===== src/rtl/nukv_afull_pkg.sv =====
// Shared types for the almost-full aware issuing stage.
// Latency: n/a (types and constants only).
// Backpressure: n/a.
package nukv_afull_pkg;

    // Issue state: FLOW launches words into the output slice, HOLD freezes launching.
    typedef enum logic {
        FLOW = 1'b0,
        HOLD = 1'b1
    } afs_state_t;

    // Width of the exported statistics counters.
    localparam int STAT_W = 32;

endpackage


===== src/rtl/nukv_afull_sbuf.sv =====
// Small synchronous FIFO holding words between the upstream handshake and the output slice.
// Latency: a written word becomes visible at the read port one edge after it is written.
// Backpressure: full_next reports occupancy after the current edge; caller must not write when full.
//
// Ports: clk/rst (async active-high), wr_en/wr_data write side, rd_en/rd_data read side
// (rd_data is the current head), empty (no visible word), full_next (full after this edge).
module nukv_afull_sbuf #(
    parameter int DATA_SIZE     = 16,
    parameter int BUF_ADDR_BITS = 2
) (
    input  logic                 clk,
    input  logic                 rst,
    input  logic                 wr_en,
    input  logic [DATA_SIZE-1:0] wr_data,
    input  logic                 rd_en,
    output logic [DATA_SIZE-1:0] rd_data,
    output logic                 empty,
    output logic                 full_next
);

    localparam int DEPTH = 1 << BUF_ADDR_BITS;
    localparam int PTR_W = BUF_ADDR_BITS + 1;

    logic [DATA_SIZE-1:0] mem [DEPTH];

    // Pointers carry one extra MSB so full and empty are distinguishable.
    logic [PTR_W-1:0] wr_ptr;
    logic [PTR_W-1:0] rd_ptr;
    // Write pointer as seen by the read side. It trails wr_ptr by one edge, so a
    // word written at edge N is first readable in the cycle after edge N+1; there
    // is no write-to-read bypass.
    logic [PTR_W-1:0] wr_ptr_vis;
    logic [PTR_W-1:0] wr_ptr_nxt;
    logic [PTR_W-1:0] rd_ptr_nxt;

    assign wr_ptr_nxt = wr_ptr + PTR_W'(wr_en);
    assign rd_ptr_nxt = rd_ptr + PTR_W'(rd_en);

    assign full_next = (wr_ptr_nxt[BUF_ADDR_BITS] != rd_ptr_nxt[BUF_ADDR_BITS]) &&
                       (wr_ptr_nxt[BUF_ADDR_BITS-1:0] == rd_ptr_nxt[BUF_ADDR_BITS-1:0]);

    assign empty   = (wr_ptr_vis == rd_ptr);
    assign rd_data = mem[rd_ptr[BUF_ADDR_BITS-1:0]];

    always_ff @(posedge clk or posedge rst) begin
        if (rst) begin
            wr_ptr     <= '0;
            rd_ptr     <= '0;
            wr_ptr_vis <= '0;
        end else begin
            wr_ptr     <= wr_ptr_nxt;
            rd_ptr     <= rd_ptr_nxt;
            wr_ptr_vis <= wr_ptr;
        end
    end

    // Storage needs no reset: pointers define which entries are meaningful.
    always_ff @(posedge clk) begin
        if (wr_en) begin
            mem[wr_ptr[BUF_ADDR_BITS-1:0]] <= wr_data;
        end
    end

endmodule


===== src/rtl/nukv_afull_sender.sv =====
// Issuing stage that buffers upstream words and stops launching them while downstream is almost full.
// Latency: upstream handshake at edge N -> word valid on m_axis after edge N+2 (empty stage, FLOW).
// Backpressure: s_axis_tready is registered buffer-not-full; launching pauses on registered almost-full
//               and resumes after RESUME_CYCLES consecutive low cycles.
//
// Ports: clk/rst (async active-high); s_axis_* upstream stream; m_axis_* registered downstream
// slice plus m_axis_talmostfull; stat_words_out (downstream handshakes, wraps) and
// stat_stall_cycles (stalled cycles with pending data, saturates).
module nukv_afull_sender
    import nukv_afull_pkg::*;
#(
    parameter int DATA_SIZE     = 16,
    parameter int BUF_ADDR_BITS = 2,
    parameter int RESUME_CYCLES = 2
) (
    input  logic                 clk,
    input  logic                 rst,
    input  logic [DATA_SIZE-1:0] s_axis_tdata,
    input  logic                 s_axis_tvalid,
    output logic                 s_axis_tready,
    output logic [DATA_SIZE-1:0] m_axis_tdata,
    output logic                 m_axis_tvalid,
    input  logic                 m_axis_tready,
    input  logic                 m_axis_talmostfull,
    output logic [STAT_W-1:0]    stat_words_out,
    output logic [STAT_W-1:0]    stat_stall_cycles
);

    localparam int CNT_W = (RESUME_CYCLES < 1) ? 1 : $clog2(RESUME_CYCLES + 1);

    afs_state_t           state;
    logic [CNT_W-1:0]     resume_cnt;
    logic [CNT_W-1:0]     resume_cnt_inc;
    logic                 af_q;

    logic                 buf_wr;
    logic                 buf_rd;
    logic                 buf_empty;
    logic                 buf_full_next;
    logic [DATA_SIZE-1:0] buf_head;

    logic                 slice_load;
    logic                 out_hs;
    logic                 stall_cycle;

    assign buf_wr = s_axis_tvalid && s_axis_tready;

    // Launch only in FLOW and only while the registered almost-full is low, so the
    // FLOW cycle that first sees af_q already refrains from loading.
    assign slice_load = (!m_axis_tvalid || m_axis_tready) && !buf_empty &&
                        (state == FLOW) && !af_q;
    assign buf_rd     = slice_load;
    assign out_hs     = m_axis_tvalid && m_axis_tready;

    // A stalled cycle is any cycle in which launching is suppressed by almost-full
    // (HOLD, or the FLOW cycle that is switching to HOLD) while data is waiting.
    assign stall_cycle = ((state == HOLD) || af_q) && (!buf_empty || m_axis_tvalid);

    assign resume_cnt_inc = resume_cnt + CNT_W'(1);

    nukv_afull_sbuf #(
        .DATA_SIZE     (DATA_SIZE),
        .BUF_ADDR_BITS (BUF_ADDR_BITS)
    ) u_sbuf (
        .clk       (clk),
        .rst       (rst),
        .wr_en     (buf_wr),
        .wr_data   (s_axis_tdata),
        .rd_en     (buf_rd),
        .rd_data   (buf_head),
        .empty     (buf_empty),
        .full_next (buf_full_next)
    );

    // Ready is registered from next-state occupancy: no input reaches it combinationally.
    always_ff @(posedge clk or posedge rst) begin
        if (rst) begin
            s_axis_tready <= 1'b0;
            af_q          <= 1'b0;
        end else begin
            s_axis_tready <= !buf_full_next;
            af_q          <= m_axis_talmostfull;
        end
    end

    // Output slice: data and valid stay put until accepted, in either state.
    always_ff @(posedge clk or posedge rst) begin
        if (rst) begin
            m_axis_tvalid <= 1'b0;
            m_axis_tdata  <= '0;
        end else if (slice_load) begin
            m_axis_tvalid <= 1'b1;
            m_axis_tdata  <= buf_head;
        end else if (m_axis_tready) begin
            m_axis_tvalid <= 1'b0;
        end
    end

    // Issue FSM with hysteresis counter.
    always_ff @(posedge clk or posedge rst) begin
        if (rst) begin
            state      <= FLOW;
            resume_cnt <= '0;
        end else begin
            case (state)
                FLOW: begin
                    if (af_q) begin
                        state      <= HOLD;
                        resume_cnt <= '0;
                    end
                end
                HOLD: begin
                    if (af_q) begin
                        resume_cnt <= '0;
                    end else if (resume_cnt_inc == CNT_W'(RESUME_CYCLES)) begin
                        state      <= FLOW;
                        resume_cnt <= '0;
                    end else begin
                        resume_cnt <= resume_cnt_inc;
                    end
                end
                default: begin
                    state      <= FLOW;
                    resume_cnt <= '0;
                end
            endcase
        end
    end

    // Statistics: words out wraps, stall cycles saturate.
    always_ff @(posedge clk or posedge rst) begin
        if (rst) begin
            stat_words_out    <= '0;
            stat_stall_cycles <= '0;
        end else begin
            if (out_hs) begin
                stat_words_out <= stat_words_out + STAT_W'(1);
            end
            if (stall_cycle && (stat_stall_cycles != '1)) begin
                stat_stall_cycles <= stat_stall_cycles + STAT_W'(1);
            end
        end
    end

endmodule

===== config.mk =====
export PLATFORM = sky130hd
export DESIGN_NAME = nukv_afull_sender
export DESIGN_NICKNAME = d
export VERILOG_FILES = /design/src/rtl/nukv_afull_pkg.sv /design/src/rtl/nukv_afull_sbuf.sv /design/src/rtl/nukv_afull_sender.sv
export SDC_FILE = /design/constraint.sdc
export NUM_CORES = 1
export LEC_CHECK = 0
export ABC_AREA = 1
export CAP_MARGIN = 5
export CELL_PAD_IN_SITES_DETAIL_PLACEMENT = 1
export CELL_PAD_IN_SITES_GLOBAL_PLACEMENT = 1
export CORE_MARGIN = 1.5
export CORE_UTILIZATION = 45
export CTS_BUF_LIST = sky130_fd_sc_hd__clkbuf_4
export DETAILED_ROUTE_END_ITERATION = 12
export DONT_BUFFER_PORTS = 1
export GPL_TIMING_DRIVEN = 1
export MAX_ROUTING_LAYER = met4
export PLACE_DENSITY_LB_ADDON = 0.05
export SLEW_MARGIN = 20
export SYNTH_ARGS = -nofsm -noshare
export SYNTH_HDL_FRONTEND = slang
export SYNTH_SLANG_ARGS = --single-unit

===== constraint.sdc =====
create_clock -name clk -period 3 [get_ports clk]
set_clock_uncertainty 0.2 [all_clocks]
set_input_delay 0.3 -clock clk [delete_from_list [all_inputs] [get_ports clk]]
set_output_delay 0.3 -clock clk [all_outputs]
set_load 0.005 [all_outputs]

==> flow_summary.ini, run 1 <==
[status]
status = finished, final reports clean

[cts]
cts_tree = built
clk_latency_ps = 560
postCtsSetupBuffers = 0
cts_buffer_depth = 2
cts_buffers = 17
htreeDepth = 4
ctsResizeCount = 0
clock-sinks = 159
cts-root-buf = clkbuf_4
hold_buffers = 20
clkTransAtPathRegs_ps = 140

[detailed_routing]
detail-route-antenna-nets = 0
route.detailed.drc = 0
wl_per_cell_um = 16.9
routed-via-count = 5607
drtIter0Drc = 248
routed_wl_um = 18600
via_per_inst = 5.12
first_pass_iters = 4

[synthesis]
ys.flop_type = dfrtp_1
avgSynthCellArea_um2 = 9.04
synthCells = 827
async_flop_share = 0.597
synth_edf_count = 64
synth_top_area_frac = 0.318
synth_fp_nets = 854
yosysMostFrequentCell = nand2_1
ys_seq_area_frac = 0.575
yosys-top-cells-area = dfrtp_1, edfxtp_1, nand2_1
synth.distinct_cells = 33
ys_warn_count = 0
yosysTopAreaCell = dfrtp_1
syn_area_mm2 = 0.00747
yosys-top-cells-count = nand2_1, nor2_1, dfrtp_1
synth_seq_cells = 159

[floorplanning]
ios = 103
die_h_um = 132
die_x_um = 132
die_area_mm2 = 0.0174
coreArea_mm2 = 0.0161
rows = 46
start_util = 0.465

[timing]
relSlewSlack = 0.409
drv_slew = 0
worst_hold_slack_ps = 125
rsz0062_at_grt = false
tightest_slew_ps = 884
clock.fmax_mhz = 389
tns_ps = 0
fin_crit_sh = 0.856
finalSetupViolCount = 0
min_period_ps = 2570
hold_viol = 0

[critical_path]
start_kind = flop
critPathKind = reg -> reg
path_max_fanout = 18
crit_path_start = m_axis_tvalid
reg2reg_from = m_axis_tvalid
r2r_cells = 10
end_kind = flop
r2r_slack_ps = 430
arrival_ps = 2810
required_ps = 3240

[global_routing]
grt_pass1_vias = 5993
grt_max_degree = 55
grt_use_total = 0.235
overflow = 0
antenna_found_initial = 1
grt_pass1_wl_um = 31200

[placed_design]
dp_hpwl_um = 13400
io_buffers = 0
gp_congestion = 0.831
placedInstanceArea_mm2 = 0.00776

[pwr]
p_int_uw = 3640
combPwrFrac = 0.273
power_frac_clock = 0.209
power_density_mw_per_mm2 = 705
switching_share = 0.372
vdd_drop_max_uv = 441
p_seq_frac = 0.518
power_switching_uw = 2160
leakagePower_uw = 0.00361

[final_layout]
fillers = 1869
syn_to_final_growth_pct = 9.93
num-nets-final = 892
drive_gt1_frac = 0.0979
design_area_mm2 = 0.00822

[flow_run]
maxCapViolCount = 0

[hold_path]
hold_path.class = in -> async
-- final timing paths --
path,endpoint
worst min-delay path,stat_stall_cycles[26]
worst max-delay path,s_axis_tready
max in group asynchronous,m_axis_tdata[11]
worst min register to register,u_sbuf.wr_ptr_vis[2]
min in group clk,af_q
worst max register to register,s_axis_tready
-- final cells by class --
type / count / area [um2] / area share
Antenna cell: 1 / 2.50 / 0.000305
Clock buffer: 19 / 143 / 0.0174
Multi-Input combinational cell: 589 / 2830 / 0.345
Tap cell: 216 / 270 / 0.0329
Timing Repair Buffer: 36 / 320 / 0.0390
Clock inverter: 13 / 114 / 0.0139
Sequential cell: 159 / 4300 / 0.523
Inverter: 62 / 236 / 0.0288
-- flip-flops by register name, indices dropped and copies added, names as in the netlist, 2 cells and up --
signal and cells:
u_sbuf.mem 64, stat_stall_cycles 32, stat_words_out 32, m_axis_tdata 16
u_sbuf.rd_ptr 3, u_sbuf.wr_ptr 3, u_sbuf.wr_ptr_vis 3, resume_cnt 2
-- cell families after synthesis --
family                   count (synthesis)  synth area share
flip-flops                             159             0.575
adder cells (fa/ha/maj)                  6            0.0100
XOR/XNOR                                43            0.0504
AND/OR/NAND/NOR                        487             0.276
AO/OA/AOI/OAI                           52            0.0378
multiplexers                             1           0.00151
buffers and inverters                   79            0.0487
-- stage by stage --
| stage | power [uW] | worst slack [ps] | std cells | util |
|---|---|---|---|---|
| 3_5_place_dp | 4630 | 425 | 1042 | 0.483 |
| 3_3_place_gp | 4510 | 568 | 1042 | 0.483 |
| 5_1_grt | 6200 | 177 | 1095 | 0.512 |
| 4_1_cts | 5880 | 411 | 1094 | 0.511 |
| 2_1_floorplan | 4150 | 23.0 | 827 | - |
| 6_report | 5790 | 431 | 1095 | 0.512 |
-- power groups by stage --
stage / Clock [uW] / Combinational [uW] / Sequential [uW]
2_1_floorplan: 0 / 1200 / 2950
3_3_place_gp: 0 / 1490 / 3020
3_5_place_dp: 0 / 1580 / 3050
4_1_cts: 1260 / 1610 / 3010
5_1_grt: 1350 / 1790 / 3060
6_report: 1210 / 1580 / 3000
-- routing by layer --
| layer | routed length [um] | up-vias | track usage |
|---|---|---|---|
| met2 | 9220 | 133 | 0.386 |
| li1 | - | 2725 | - |
| met4 | 213 | 0 | 0.0562 |
| met1 | 7980 | 2733 | 0.280 |
| met5 | 0 | - | - |
| met3 | 1140 | 16 | 0.0788 |
-- critical path, cell delays in order (launching register included) --
cell and delay, ps:
dfrtp_1 470, inv_1 120, nor2_1 40, inv_1 110
nand3_4 240, inv_2 380, ha_1 220, ha_1 150
xor2_1 230, xor2_1 180, nand3_1 100
-- cells in the final DEF, fill, tap and decap left out, drive strengths merged --
cell         instances
buf                 16
bufinv               1
clkbuf              19
clkinv               6
clkinvlp             4
dfrtp               95
diode                1
dlygate4sd3         20
edfxtp              64
ha                   6
inv                 64
mux2                 1
nand2              312
nand3               32
nand3b               4
nand4               10
nor2               118
nor3                 8
nor3b                1
nor4                 1
o21ai               35
o22ai               16
o31ai                1
or2                  1
xnor2               17
xor2                26
Note: power is estimated with default switching activity, not from simulation.
==> run 2, diff against run 1 <==
--- a/config.mk
+++ b/config.mk
@@ -14,10 +14,12 @@
 export CTS_BUF_LIST = sky130_fd_sc_hd__clkbuf_4
 export DETAILED_ROUTE_END_ITERATION = 12
 export DONT_BUFFER_PORTS = 1
+export GPL_ROUTABILITY_DRIVEN = 0
 export GPL_TIMING_DRIVEN = 1
 export MAX_ROUTING_LAYER = met4
 export PLACE_DENSITY_LB_ADDON = 0.05
 export SLEW_MARGIN = 20
 export SYNTH_ARGS = -nofsm -noshare
 export SYNTH_HDL_FRONTEND = slang
+export SYNTH_HIERARCHICAL = 1
 export SYNTH_SLANG_ARGS = --single-unit
==> flow_summary.ini, run 2 <==
[critical_path]
r2r_cells = 8
arrival_ps = 2690
cpMaxStageDelayCell = nor2_1
r2r_slack_ps = 590
endpoint = stat_words_out[24]
crit_chain = ha_1, nand3_1, nor2_1, nand2_1, nor2_1, nand2_1, o21ai_0, nand2_1
cp_slowest_stage_delay_ps = 640
path_max_fanout = 11
critPathKind = reg -> reg
regToRegEndpoint = stat_words_out[24]
end_kind = flop
start_kind = flop
crit_top_cell = nand2_1
reg2reg_from = stat_words_out[1]
required_ps = 3270
crit_path_start = stat_words_out[1]

[synthesis]
ys_warn_count = 6
async_flop_share = 0.597
yosys-top-cells-area = dfrtp_1, edfxtp_1, nand2_1
yosysMostFrequentCell = nand2_1
syn_area_mm2 = 0.00740
synth_seq_cells = 159
avgSynthCellArea_um2 = 9.06
synthCells = 817
yosys-top-cells-count = nand2_1, nor2_1, dfrtp_1
ys_seq_area_frac = 0.581
synth_top_area_frac = 0.321
synth.distinct_cells = 35
ys.flop_type = dfrtp_1
synth_fp_nets = 844
synth_edf_count = 64
yosysTopAreaCell = dfrtp_1

[hold_path]
hold_path.class = in -> async

[final_layout]
drive_gt1_frac = 0.0708
largest_reg_flops = 64
design_area_mm2 = 0.00810
num-nets-final = 875
layout_commonest_cell = nand2_1
final_cell_mix = nand2_1, nor2_1, dfrtp_1
syn_to_final_growth_pct = 9.47
fillers = 1908

[timing]
rsz0062_at_grt = false
relSlewSlack = 0.377
min_period_ps = 2410
hold_viol = 0
tightest_slew_ps = 934
drv_slew = 0
fin_crit_sh = 0.805
finalSetupViolCount = 0
clock.fmax_mhz = 414
tns_ps = 0

[global_routing]
grt_pass1_wl_um = 30700
overflow = 0
antenna_found_initial = 1
grt.met3_usage = 0.0486
grt_max_degree = 51
gr-usage-met2 = 0.409
grt_use_total = 0.233
use_met1 = 0.268
grt_pass1_vias = 5966
top_usage_layer = met2

[status]
status = finished, final reports clean

[cts]
cts_buffers = 17
clk_latency_ps = 580
htreeDepth = 4
ctsResizeCount = 0
clock-sinks = 159
clkTransAtPathRegs_ps = 140
cts_buffer_depth = 2
cts-root-buf = clkbuf_4
cts_tree = built

[floorplanning]
rows = 46
die_area_mm2 = 0.0172
die_x_um = 131
ios = 103
die_h_um = 131
coreArea_mm2 = 0.0160
start_util = 0.463

[detailed_routing]
detail-route-antenna-nets = 0
drtIter0Drc = 214
via_per_inst = 5.18
routed-via-count = 5583
wl_per_cell_um = 17.3
first_pass_iters = 5
routed_wl_um = 18700
route.detailed.drc = 0

[placed_design]
io_buffers = 0
placedInstanceArea_mm2 = 0.00761
dp_hpwl_um = 13200

[pwr]
power_density_mw_per_mm2 = 725
vdd_drop_max_uv = 509
leakagePower_uw = 0.00352

[flow_run]
maxCapViolCount = 0
-- run 2: cells by family after synthesis --
family	after synthesis	share of synthesized area
xor+xnor	38	0.0450
compound gates	59	0.0434
buf+inv	81	0.0551
flops	159	0.581
simple gates	474	0.266
fa+ha+maj	6	0.0101
-- run 2: metal layers --
metal	wire [um]	share of wire
met5	0	0
met4	264	0.014
met3	677	0.036
met2	9780	0.52
met1	7970	0.43
-- run 2: worst min path at each step --
stage	slack (ps)	endpoint	depth (start not counted)
final	100	m_axis_tdata[14]	2
after global routing	70	af_q	1
after CTS	80	m_axis_tdata[14]	2
after detailed placement	-20	u_sbuf/rd_ptr[2]	1
after global placement	-40	u_sbuf/rd_ptr[2]	1
after floorplan	-70	u_sbuf/rd_ptr[0]	1
-- run 2: repair_timing --
action,in CTS,in global routing
setup buffers,0,0
endpoints found under the setup margin,0,0
hold buffers,21,0
hold endpoints to repair,120,0
-- run 2: layout make-up --
cell class / count / area (um2) / share of cell area
diodes: 1 / 2.50 / 0.000309
clock buffers: 20 / 150 / 0.0185
clock inverters: 12 / 128 / 0.0158
inverters: 63 / 248 / 0.0306
multi-input cells: 577 / 2720 / 0.335
flip-flops and latches: 159 / 4300 / 0.531
well taps: 216 / 270 / 0.0334
repair buffers: 30 / 290 / 0.0358
-- run 2: critical path, delay by kind of cell, from the launching register on --
kind                     cells  cell delay, ps
adder cells (fa/ha/maj)      1             200
flip-flops                   1             450
AO/OA/AOI/OAI                1             220
AND/OR/NAND/NOR              6            1230
-- run 2: through the flow --
step                power [uW]  hold WS, ps  instances  utilization  setup slack, ps
floorplan                 4210        -72.1        817            -              278
global placement          4490        -37.6       1024        0.476              729
detailed placement        4610        -19.8       1024        0.476              537
CTS                       5940         82.9       1077        0.506              516
global route              6250         73.1       1078        0.506              288
finish                    5870         98.5       1078        0.506              586
-- run 2: report_power, final --
group | switching [uW] | internal (uW)
logic | 1080 | 504
registers | 310 | 2680
clock network | 836 | 461
